===== config.mk =====
export PLATFORM = sky130hd
export DESIGN_NAME = if_fetch_queue
export DESIGN_NICKNAME = d
export VERILOG_FILES = /design/src/rtl/rv_fetch_pkg.sv /design/src/rtl/fq_storage.sv /design/src/rtl/if_fetch_queue.sv
export SDC_FILE = /design/constraint.sdc
export NUM_CORES = 1
export LEC_CHECK = 0
export CAP_MARGIN = 20
export CORE_MARGIN = 2
export CORE_UTILIZATION = 56
export CTS_CLUSTER_SIZE = 40
export DETAILED_ROUTE_END_ITERATION = 12
export HOLD_SLACK_MARGIN = 0.15
export PLACE_DENSITY = 0.91
export REMOVE_ABC_BUFFERS = 1
export SYNTH_ARGS = -nofsm -noshare
export SYNTH_HDL_FRONTEND = slang
export SYNTH_HIERARCHICAL = 1
export SYNTH_SLANG_ARGS = --single-unit

===== constraint.sdc =====
create_clock -name clk -period 8.9 [get_ports clk]
set_clock_uncertainty 0.05 [all_clocks]
set_input_delay 0.89 -clock clk [delete_from_list [all_inputs] [get_ports clk]]
set_output_delay 0.89 -clock clk [all_outputs]
set_load 0.01 [all_outputs]

===== src/rtl/rv_fetch_pkg.sv =====
// Shared types for the instruction-fetch front end.
//   XLEN          : address / instruction width
//   IR_NOP        : canonical NOP (addi x0,x0,0), placed in misaligned markers
//   fetch_entry_t : one queue slot {pc, ir, misalign}
//   fq_state_t    : fetch FSM state (RUN = sequential fetch, HALT = marker queued)
package rv_fetch_pkg;
  localparam int XLEN = 32;
  localparam logic [XLEN-1:0] IR_NOP = 32'h0000_0013;

  typedef struct packed {
    logic [XLEN-1:0] pc;
    logic [XLEN-1:0] ir;
    logic            misalign;
  } fetch_entry_t;

  typedef enum logic {FQ_RUN, FQ_HALT} fq_state_t;
endpackage


===== src/rtl/fq_storage.sv =====
// DEPTH x fetch_entry_t register array for the fetch queue.
//   clk     : write clock
//   wr_en   : write wr_data into slot wr_addr at the rising edge
//   wr_addr : write slot
//   wr_data : entry to store
//   rd_addr : read slot (combinational read)
//   rd_data : entry held in slot rd_addr
// Contents are never reset; the pointers/count in the parent decide validity.
module fq_storage
  import rv_fetch_pkg::*;
#(
  parameter int DEPTH = 4,
  parameter int AW    = $clog2(DEPTH)
) (
  input  logic         clk,
  input  logic         wr_en,
  input  logic [AW-1:0] wr_addr,
  input  fetch_entry_t wr_data,
  input  logic [AW-1:0] rd_addr,
  output fetch_entry_t rd_data
);
  fetch_entry_t mem [DEPTH];

  always_ff @(posedge clk) begin
    if (wr_en) mem[wr_addr] <= wr_data;
  end

  assign rd_data = mem[rd_addr];
endmodule


===== src/rtl/if_fetch_queue.sv =====
// Instruction-fetch front end: streams sequential fetches from IMEM into a
// DEPTH-entry queue that ID drains through a valid/ready handshake.
//   clk, reset    : clock, synchronous active-high reset
//   iad, imem_req : fetch address (= fetch_pc) and request valid
//   idt, acki_n   : fetched instruction, valid when acki_n=0
//   redirect,
//   redirect_pc   : flush queue and restart fetch at redirect_pc
//   deq_*         : head entry (valid/ready handshake with ID)
//   occupancy     : number of valid entries held
// IMEM wait states (acki_n=1) only stall the enqueue side; ID keeps draining.
// XLEN must match rv_fetch_pkg::XLEN since the entry struct comes from there.
module if_fetch_queue
  import rv_fetch_pkg::*;
#(
  parameter int              XLEN     = 32,
  parameter int              DEPTH    = 4,
  parameter logic [XLEN-1:0] RESET_PC = '0
) (
  input  logic                   clk,
  input  logic                   reset,
  output logic [XLEN-1:0]        iad,
  output logic                   imem_req,
  input  logic [XLEN-1:0]        idt,
  input  logic                   acki_n,
  input  logic                   redirect,
  input  logic [XLEN-1:0]        redirect_pc,
  output logic                   deq_valid,
  input  logic                   deq_ready,
  output logic [XLEN-1:0]        deq_pc,
  output logic [XLEN-1:0]        deq_ir,
  output logic                   deq_misalign,
  output logic [$clog2(DEPTH):0] occupancy
);
  localparam int AW = $clog2(DEPTH);
  localparam int CW = AW + 1;

  fq_state_t       state_q, state_d;
  logic [XLEN-1:0] fetch_pc_q;
  logic [AW-1:0]   rd_ptr_q, wr_ptr_q;
  logic [CW-1:0]   count_q;
  fetch_entry_t    head, last_q, shown;
  fetch_entry_t    wr_data;
  logic [AW-1:0]   wr_addr;
  logic            wr_en, pop, push, redir_mis;

  assign deq_valid = ~reset & (count_q != '0);
  assign pop       = deq_valid & deq_ready;
  // A pop frees a slot at the same edge, so a full queue still fetches.
  assign imem_req  = ~reset & (state_q == FQ_RUN) & ~redirect &
                     ((count_q < CW'(DEPTH)) | pop);
  assign push      = imem_req & ~acki_n;
  assign redir_mis = redirect & (redirect_pc[1:0] != 2'b00);

  // A misaligned redirect writes its marker into slot 0 of the flushed queue.
  assign wr_en   = ~reset & (push | redir_mis);
  assign wr_addr = redirect ? '0 : wr_ptr_q;
  assign wr_data = redirect ? '{pc: redirect_pc, ir: IR_NOP, misalign: 1'b1}
                            : '{pc: fetch_pc_q, ir: idt, misalign: 1'b0};

  fq_storage #(.DEPTH(DEPTH)) u_storage (
    .clk     (clk),
    .wr_en   (wr_en),
    .wr_addr (wr_addr),
    .wr_data (wr_data),
    .rd_addr (rd_ptr_q),
    .rd_data (head)
  );

  always_comb begin
    state_d = state_q;
    if (redirect) state_d = redir_mis ? FQ_HALT : FQ_RUN;
  end

  always_ff @(posedge clk) begin
    if (reset) begin
      state_q    <= FQ_RUN;
      fetch_pc_q <= RESET_PC;
      rd_ptr_q   <= '0;
      wr_ptr_q   <= '0;
      count_q    <= '0;
      last_q     <= '0;
    end else begin
      state_q <= state_d;
      // Remember what ID last saw so deq_* hold steady while empty.
      if (deq_valid) last_q <= head;
      if (redirect) begin
        rd_ptr_q   <= '0;
        wr_ptr_q   <= AW'(redir_mis);
        count_q    <= CW'(redir_mis);
        fetch_pc_q <= redirect_pc;
      end else begin
        if (push) begin
          wr_ptr_q   <= wr_ptr_q + AW'(1);
          fetch_pc_q <= fetch_pc_q + XLEN'(4);
        end
        if (pop) rd_ptr_q <= rd_ptr_q + AW'(1);
        case ({push, pop})
          2'b10:   count_q <= count_q + CW'(1);
          2'b01:   count_q <= count_q - CW'(1);
          default: count_q <= count_q;
        endcase
      end
    end
  end

  assign shown        = reset ? '0 : (deq_valid ? head : last_q);
  assign deq_pc       = shown.pc;
  assign deq_ir       = shown.ir;
  assign deq_misalign = shown.misalign;
  assign iad          = fetch_pc_q;
  assign occupancy    = count_q;
endmodule


Word-level counts from Yosys, hierarchy flattened
Memories as Yosys holds them, arrays and structs flattened. A register that Yosys moved wholly into a read port is not among the register bits.
Cells that the tools add are included.
- bits in writable memories: 260
- flip-flop bits (word level): 105
- memories kept: 1
- logic and storage cells: 54
- memory list (memory ; words ; width ; read ports ; clocked after memory_dff ; write ports ; line ; text):
    u_storage.mem ; 4 ; 65 ; 1 ; 1 ; 1 ; fq_storage.sv:22 ; fetch_entry_t mem [DEPTH];
- muxes and demuxes: 15
- equality and inequality tests: 2
- magnitude comparators: 1
- add/sub/neg operators: 5
- bitwise gates (word level): 14
- reduce and logical (&&, ||, !) cells: 6
- operators with widths (cell ; count):
    $mux 65 ; 3
    $mux 32 ; 2
    $add 32x3->32 const B ; 1
    $and 1x1->1 ; 8
    $mux 1 ; 6
    $mux 2 ; 3
    $pmux 3 s2 ; 1
    $reduce_bool 2->1 ; 3
    $reduce_bool 3->1 ; 2
    $add 2x1->2 const B ; 2
    $not 1->1 ; 4
    $add 3x1->3 const B ; 1
    $lt 3x3->1 const B ; 1
    $sub 3x1->3 const B ; 1
    $eq 2x1->1 const B ; 1
    $eq 2x2->1 const B ; 1
    $or 1x1->1 ; 2
    $reduce_or 2->1 ; 1

Depth between registers and ports, before layout
Gate-level depths: netlist of the first run.
- depth in word-level cells: 10
- gate-level depth with buffers: 11
- depth with buffers taken out: 9

Modules after synthesis
The synthesis of the first run kept the hierarchy.
- modules (own cells, without submodules) (module ; times used ; area an instance (um^2) ; cells each ; seq. area each (um^2)):
    fq_storage ; 1 ; 9455.3 ; 343 ; 7807.5
    if_fetch_queue ; 1 ; 5312.6 ; 673 ; 2102.0

Least setup slack after synthesis of the first run
Ideal clock, no wire load.
- kind: in2reg
- from: in redirect
- to: mem u_storage/mem[0][0] (netlist name), enable pin
- stages: 6
- arrival time: 6.516 ns
- required time: 8.269 ns
- path slack: 1.753 ns
- path through: buf_2 clkbuf_1 buf_2 a21oi_1 and2_1 nor3b_1
- cells in the longest elaborated chain, start to end: 8
- elaborated cells on any way between the ends: 10
- ends and longest elaborated chain (what ; line ; text):
    start, declared ; if_fetch_queue.sv:25 ; input logic redirect,
    $not 1->1 ; if_fetch_queue.sv:49 ; assign imem_req = ~reset & (state_q == FQ_RUN) & ~redirect &
    $and 1x1->1 (2 in series) ; if_fetch_queue.sv:49 ;
    $and 1x1->1 ; if_fetch_queue.sv:51 ; assign push = imem_req & ~acki_n;
    $or 1x1->1 * ; if_fetch_queue.sv:55 ; assign wr_en = ~reset & (push | redir_mis);
    $and 1x1->1 * ; if_fetch_queue.sv:55 ;
    via wr_en ; if_fetch_queue.sv:44 ; logic wr_en, pop, push, redir_mis;
    $mux 1 * ; fq_storage.sv:25 ; if (wr_en) mem[wr_addr] <= wr_data;
    $mux 1 (implied by the code) * ; fq_storage.sv:25 ;
    end, declared ; fq_storage.sv:22 ;
Mark *: on every way through the listed nets, which the timed path passes. The rest lies on a longest branch.

==> results of run 1 <==
## final cells by class
type	count	share of cell area
Sequential cell	365	0.552
Multi-Input combinational cell	570	0.246
Timing Repair Buffer	179	0.0982
Clock buffer	49	0.0575
Tap cell	335	0.0233
Clock inverter	18	0.0184
Inverter	20	0.00418
## cells by family (layout without fill, tap and decap cells)
group	count (synthesis)	count (layout)	share of synthesized area
DFF	365	365	0.671
and+or+nand+nor	331	331	0.115
AOI/OAI and AO/OA	141	141	0.0599
muxes	84	84	0.114
buffers and inverters	81	266	0.0309
xor gates and xnor gates	10	10	0.00593
adders and majority gates	4	4	0.00390
## registers in the layout (all words and copies together), names as in the netlist
signal and flops:
state_q 1, u_storage/mem 260, occupancy 3, last_q 65
rd_ptr_q 2, iad 32, wr_ptr_q 2
## metal layers
layer	global-route usage	vias to the layer above	wire length [µm]	part of all wire
met4	0.0723	0	952	0.027
li1	-	4180	-	-
met1	0.338	4753	13600	0.38
met2	0.426	555	17700	0.50
met3	0.0486	91	3190	0.090
met5	0	-	0	0
## cell usage in the layout (no fill, tap or decap), types with 24 or more instances in the layout
cell               n
a21oi_1           73
nand2_1          162
edfxtp_1         260
nand4_1           24
clkdlybuf4s50_1  168
mux4_2            65
nor2b_1           35
clkbuf_16         39
dfxtp_1          103
nor2_1            27
## worst paths after layout
check,startpoint,cells past startpoint,end
max,rd_ptr_q[0],5,deq_pc[27]
min,last_q[50],2,last_q[50]
max reg2reg,state_q,5,u_storage/mem[1][34]
min reg2reg,last_q[50],2,last_q[50]
## worst register-to-register path: cells and delay by family, from the launching register on
| kind | cells | cell delay [ns] |
|---|---|---|
| and+or+nand+nor | 3 | 1.11 |
| buffers and inverters | 1 | 0.66 |
| DFF | 1 | 0.33 |
| AOI/OAI and AO/OA | 1 | 0.43 |
## through the flow
stage          hold WS, ns  instance area [µm²]
2_1_floorplan        0.422                14400
3_3_place_gp         0.393                16600
3_5_place_dp         0.401                16600
4_1_cts              0.410                18000
5_1_grt              0.435                18000
6_report             0.408                18000
## power by group through the flow
stage | sequential [mW] | clock, mW | combinational [mW]
2_1_floorplan | 1.96 | 0 | 0.151
3_3_place_gp | 1.96 | 0 | 0.307
3_5_place_dp | 1.96 | 0 | 0.317
4_1_cts | 1.93 | 1.74 | 0.323
5_1_grt | 1.93 | 1.79 | 0.346
6_report | 1.93 | 1.72 | 0.323
==> results_dict.tcl, run 1 <==
set metrics [dict create \
    utilization 0.691 \
    worstPathRequired_ns 7.96 \
    synthesis.area_um2 14800 \
    synth-main-ff-cell "edfxtp_1" \
    ant_nets 0 \
    p_sw_frac 0.215 \
    p_clk_frac 0.434 \
    initial_core_util 0.568 \
    cts.repair.resized 0 \
    p_switching_mw 0.856 \
    tritoncts "done" \
    drc 0 \
    async_reset_ff_frac 0 \
    diodes 0 \
    stdcell_count 1536 \
    core_um2 26000 \
    synth_commonest_cells "edfxtp_1, nand2_1, dfxtp_1" \
    post-place-ws_ns 5.00 \
    cts_sinks 365 \
    setup_slack_ns 4.53 \
    hold_viol_final 0 \
    yosysTopAreaCell "edfxtp_1" \
    cts-root-buf "clkbuf_16" \
    port-buffer-count 170 \
    yosys.cell_types.count 69 \
    drt_pass1_iterations 5 \
    syn_inst 1016 \
    area_growth_pct 21.6 \
    powerDensity_nw_per_um2 221 \
    grtUsageTotal 0.252 \
    avgSynthCellArea_um2 14.5 \
    post-route-period-util 0.491 \
    crit_fanout 38 \
    finalPower_mw 3.97 \
    rows 59 \
    die_w_um 166 \
    vias_per_cell 6.24 \
    cp_slowest_cell "dfxtp_4" \
    ys_ff_latch 365 \
    synth_top_area_share 0.529 \
    r2r_slack_ns 5.90 \
    maxCapViolCount 0 \
    yosysMostFrequentCell "edfxtp_1" \
    yosys_warnings 6 \
    internal_power_mw 3.12 \
    dp.cells 1469 \
    critPathCaptureType "output port" \
    drt_iter0_drc 1071 \
    crit_buf_inv 2 \
    rsz0062_at_grt "false" \
    final.min_clock_period_ns 4.37 \
    cts.path.max_buffers 3 \
    status "completed" \
    hold_class "flop to flop" \
    path_cells "buf_4 -> mux4_2 -> nand2_1 -> a21oi_1 -> clkdlybuf4s50_1" \
    io_pins 171 \
    n_fill_cell 1640 \
    critical_path.max_stage_delay_ns 0.74 \
    crit_arrival_ns 3.43 \
    combPwrFrac 0.081 \
    postCtsHoldBufs 0 \
    post_cts_buffers 0 \
    leakagePower_nw 5.87 \
    gp_congestion 0.929 \
    synth_edf_count 260 \
    wl_per_cell_um 23.1 \
    antenna_found_initial 0 \
    cts-buffers-inserted 37 \
    drv_slew 0 \
    die_y_um 166 \
    yosysSeqAreaShare 0.671 \
    setup_violations 0 \
    fin_nets 1246 \
    htree_levels 2 \
    vdd_drop_max_mv 0.194 \
    grt_max_degree 69 \
    maxSlewHeadroom 0.232 \
    critPathTopFamily "buffers and inverters" \
    grt_first_pass_wirelength_um 54300 \
    yosys-top-cells-area "edfxtp_1, dfxtp_1, mux4_2, nand2_1, a21oi_1" \
    grt_remaining_overflow 0 \
    path_clk_slew_ns 0.06 \
    grt_pass1_vias 9767 \
    clk_latency_ns 0.52 \
    timing.fmax_mhz 229 \
    tightest_slew_ns 1.15 \
    critical_path_class "flop to output port" \
    multiInputGateArea_um2 4430 \
    hpwl_um 20700 \
    seqPwrFrac 0.485 \
    die_area_um2 27700 \
    seqCellArea_um2 9920 \
    critPathLaunchType "flop" \
    layout-drive-gt1-share 0.150 \
    via_count 9579 \
    routed_wl_um 35500 \
    fin_tns_setup_ns 0 \
]
(Power assumes the default switching activity.)
==> run 2: changes to the inputs <==
CORE_UTILIZATION = 50   (was 56)
PLACE_DENSITY = 0.86   (was 0.91)
clock period = 3.95 ns   (was 8.9 ns; I/O delays follow)
==> results_dict.tcl, run 2 (synthesized netlist as in run 1, its figures left out) <==
set metrics [dict create \
    crit_buf_inv 2 \
    critPathTopFamily "flip-flops" \
    tightest_slew_ns 1.09 \
    maxCapViolCount 0 \
    layout-drive-gt1-share 0.156 \
    drt_pass1_iterations 6 \
    clk_latency_ns 0.53 \
    rows 62 \
    core_um2 28900 \
    io_pins 171 \
    combPwrFrac 0.085 \
    n_fill_cell 2117 \
    grt_first_pass_wirelength_um 53900 \
    critical_path.max_stage_delay_ns 0.94 \
    critPathLaunchType "flop" \
    use_met2 0.371 \
    stdcell_count 1596 \
    fin_tns_setup_ns 0 \
    startpoint "rd_ptr_q[1]" \
    ant_nets 0 \
    grt_max_degree 73 \
    hpwl_um 21600 \
    utilization 0.625 \
    r2r_cells 5 \
    drt_iter0_drc 1182 \
    cp_slowest_cell "dfxtp_4" \
    cts.repair.resized 0 \
    initial_core_util 0.512 \
    worstReg2RegEnd "u_storage/mem[2][7]" \
    hold_depth 2 \
    die_w_um 176 \
    cts-buffers-inserted 38 \
    dp.cells 1527 \
    area_growth_pct 22.1 \
    gp_congestion 0.922 \
    globalRouteMet3Util 0.0489 \
    tritoncts "done" \
    p_clk_frac 0.411 \
    maxSlewHeadroom 0.268 \
    cts_sinks 365 \
    setup_violations 0 \
    internal_power_mw 6.68 \
    fin_nets 1256 \
    htree_levels 2 \
    worstPathRequired_ns 3.50 \
    place_area_um2 16800 \
    post-route-period-util 0.848 \
    largest_register_ff_count 260 \
    crit_fanout 58 \
    fin_area_um2 18000 \
    seqPwrFrac 0.504 \
    wl_per_cell_um 21.8 \
    cts-root-buf "clkbuf_16" \
    p_switching_mw 1.93 \
    final_common_cell "edfxtp_1" \
    r2r_slack_ns 0.92 \
    grt_pass1_vias 9623 \
    status "completed" \
    crit_arrival_ns 2.90 \
    post_cts_buffers 0 \
    final.min_clock_period_ns 3.35 \
    drv_slew 0 \
    met1_usage 0.309 \
    hold_viol_final 0 \
    path_cells "buf_4 -> mux4_2 -> nand2_1 -> a21oi_1 -> clkdlybuf4s50_1" \
    postCtsHoldBufs 0 \
    grtUsageTotal 0.226 \
    powerDensity_nw_per_um2 477 \
    grt.busiest_layer "met2" \
    vdd_drop_max_mv 0.329 \
    regMostFlops "u_storage/mem" \
    rsz0062_at_grt "false" \
    min_from "reset" \
    rr_startpoint "state_q" \
    grt_remaining_overflow 0 \
    p_sw_frac 0.224 \
    cts.path.max_buffers 3 \
    hold_class "input pin to flop" \
    die_area_um2 30900 \
    routed_wl_um 34800 \
    port-buffer-count 170 \
    finalPower_mw 8.60 \
    final_cell_mix "edfxtp_1, clkdlybuf4s50_1, nand2_1" \
    path_clk_slew_ns 0.06 \
    critical_path_class "flop to output port" \
    die_y_um 176 \
    diodes 0 \
    timing.fmax_mhz 299 \
    critPathCaptureType "output port" \
    vias_per_cell 5.92 \
    hold_end "occupancy[0]" \
    via_count 9445 \
    antenna_found_initial 0 \
    drc 0 \
    leakagePower_nw 5.89 \
]
[run 2: layout make-up]
class,count,area [µm²],area share
Clock buffer,53,1060,0.0587
Sequential cell,365,9920,0.550
Inverter,20,75.1,0.00416
Clock inverter,16,185,0.0103
Tap cell,384,480,0.0266
Timing Repair Buffer,188,1890,0.105
Multi-Input combinational cell,570,4430,0.245
[run 2: how the worst max path moves through the flow]
stage                                 to  cells past startpoint
CTS                           deq_ir[21]                      5
floorplan            u_storage/mem[0][0]                      4
global route                  deq_ir[20]                      5
finish                        deq_ir[21]                      5
detailed placement  u_storage/mem[2][43]                      6
global placement    u_storage/mem[2][43]                      6
[run 2: per-layer routing]
metal	part of all wire	routed length (µm)
met4	0.020	692
met5	0	0
met2	0.48	16800
met3	0.091	3180
met1	0.41	14100
[run 2: power by group through the flow]
stage	Combinational (mW)	Clock [mW]	Sequential [mW]
floorplan	0.339	0	4.41
global placement	0.707	0	4.41
detailed placement	0.724	0	4.42
CTS	0.733	3.58	4.34
global route	0.787	3.73	4.35
finish	0.732	3.53	4.34
[run 2: per-stage QoR]
stage	setup slack [ns]	hold slack, ns
2_1_floorplan	-2.64	0.414
3_3_place_gp	0.547	0.393
3_5_place_dp	0.432	0.401
4_1_cts	0.572	0.259
5_1_grt	0.487	0.284
6_report	0.602	0.277
==> run 3: changes to the inputs <==
clock period = 3 ns   (was 3.95 ns; I/O delays follow)
==> results_dict.tcl, run 3 (synthesized netlist as in run 1, its figures left out) <==
set metrics [dict create \
    routed_wl_um 37300 \
    fin_nets 1272 \
    drt_iter0_drc 1106 \
    final_common_cell "edfxtp_1" \
    port-buffer-count 170 \
    ant_nets 0 \
    grt_pass1_vias 10100 \
    maxCapViolCount 0 \
    gp_congestion 0.928 \
    place_area_um2 17000 \
    cts-buffers-inserted 37 \
    core_um2 28900 \
    powerDensity_nw_per_um2 611 \
    drc 0 \
    hold_viol_final 0 \
    largest_register_ff_count 260 \
    leakagePower_nw 5.98 \
    tritoncts "done" \
    rsz0062_at_grt "false" \
    drt_pass1_iterations 8 \
    wl_per_cell_um 23.2 \
    vias_per_cell 6.07 \
    grt_max_degree 78 \
    tightest_slew_ns 0.896 \
    critPathCaptureType "output port" \
    clk_latency_ns 0.52 \
    post_cts_buffers 0 \
    critical_path.max_stage_delay_ns 0.53 \
    startpoint "rd_ptr_q[0]" \
    p_switching_mw 2.50 \
    cts_sinks 365 \
    fin_area_um2 18200 \
    seqPwrFrac 0.514 \
    crit_fanout 22 \
    htree_levels 2 \
    r2r_cells 10 \
    critical_path_class "flop to output port" \
    rows 62 \
    vdd_drop_max_mv 0.357 \
    final_cell_mix "edfxtp_1, clkdlybuf4s50_1, nand2_1" \
    cp_slowest_cell "mux4_2" \
    grtUsageTotal 0.243 \
    multiInputGateArea_um2 4430 \
    post-place-ws_ns 0.402 \
    utilization 0.630 \
    diodes 0 \
    hpwl_um 23600 \
    seqCellArea_um2 9920 \
    io_pins 171 \
    via_count 9774 \
    grt_remaining_overflow 0 \
    n_fill_cell 2069 \
    cts.path.max_buffers 3 \
    path_cells "buf_12 -> mux4_2 -> nand2_1 -> a21oi_1 -> clkdlybuf4s50_1" \
    layout-drive-gt1-share 0.162 \
    setup_violations 0 \
    cts-root-buf "clkbuf_16" \
    area_growth_pct 23.0 \
    setup_slack_ns 0.0944 \
    die_y_um 176 \
    maxSlewHeadroom 0.396 \
    r2r_slack_ns 0.44 \
    worstSetupPathDepth 5 \
    crit_arrival_ns 2.56 \
    regMostFlops "u_storage/mem" \
    combPwrFrac 0.091 \
    critPathLaunchType "flop" \
    status "completed" \
    grt_first_pass_wirelength_um 57300 \
    hold_class "input pin to flop" \
    drv_slew 0 \
    post-route-period-util 0.969 \
    die_area_um2 30900 \
    endpoint "deq_pc[27]" \
    worstReg2RegEnd "occupancy[2]" \
    timing.fmax_mhz 344 \
    path_clk_slew_ns 0.06 \
    crit_buf_inv 2 \
    critPathTopFamily "buffers and inverters" \
    p_clk_frac 0.394 \
    rr_startpoint "occupancy[2]" \
    internal_power_mw 8.61 \
    worstPathRequired_ns 2.65 \
    die_w_um 176 \
    antenna_found_initial 0 \
    initial_core_util 0.512 \
    final.min_clock_period_ns 2.91 \
    p_sw_frac 0.225 \
]
==> run 3: cell count changes in the layout (fill, tap and decap cells not counted), sizes merged <==
cell and change:
dlygate4sd3 +1, clkinv +6, clkinvlp -1, clkbuf -8, dlymetal6s2s +1, clkdlybuf4s50 -1
inv -1, buf +16
==> run 3: how the worst min path moves through the flow <==
stage                          start            to  slack, ns  depth (start not counted)
after floorplan                reset       iad[19]       0.32                          1
after global placement    last_q[50]    last_q[50]       0.39                          2
after detailed placement   last_q[1]     last_q[1]       0.40                          2
after CTS                   redirect  occupancy[0]       0.19                          3
after global routing        redirect       state_q       0.22                          2
final                       redirect  occupancy[0]       0.21                          3
==> run 3: cell type report <==
type                    count  share of cell area
flip-flops and latches    365               0.546
multi-input cells         570               0.244
repair buffers            205               0.118
clock buffers              45              0.0532
well taps                 384              0.0264
clock inverters            20             0.00930
inverters                  20             0.00413
==> run 3: routing by layer <==
metal / global-route usage / wire length (µm) / up-vias
li1: - / - / 4230
met1: 0.322 / 14500 / 4825
met2: 0.399 / 17900 / 594
met3: 0.0550 / 3690 / 125
met4: 0.0840 / 1220 / 0
met5: 0 / 0 / -
==> run 3: repair_timing <==
action | in CTS | in global routing
setup endpoints to repair | 0 | 14
resized for setup | 0 | 4
endpoints found under the hold margin | 5 | 0
hold buffers | 1 | 0
==> run 3: per-stage QoR <==
stage	cells	power (mW)	TNS (ns)	hold slack (ns)
floorplan	955	6.26	-455.23	0.319
global placement	1543	6.77	0	0.394
detailed placement	1543	6.81	0	0.401
CTS	1609	11.2	0	0.186
global route	1609	11.5	0	0.216
finish	1609	11.1	0	0.206
==> run 3: tightest hold or removal path, stage by stage <==
cell	delay (ns)
buf_4	0.21
o21ai_0	0.12
a21oi_1	0.06
==> run 3: power by group through the flow <==
stage / logic (mW) / clock network, mW / registers (mW)
after global placement: 0.970 / 0 / 5.80
after CTS: 1.01 / 4.44 / 5.71
after detailed placement: 0.997 / 0 / 5.81
final: 1.01 / 4.38 / 5.71
after global routing: 1.08 / 4.64 / 5.73
after floorplan: 0.447 / 0 / 5.81
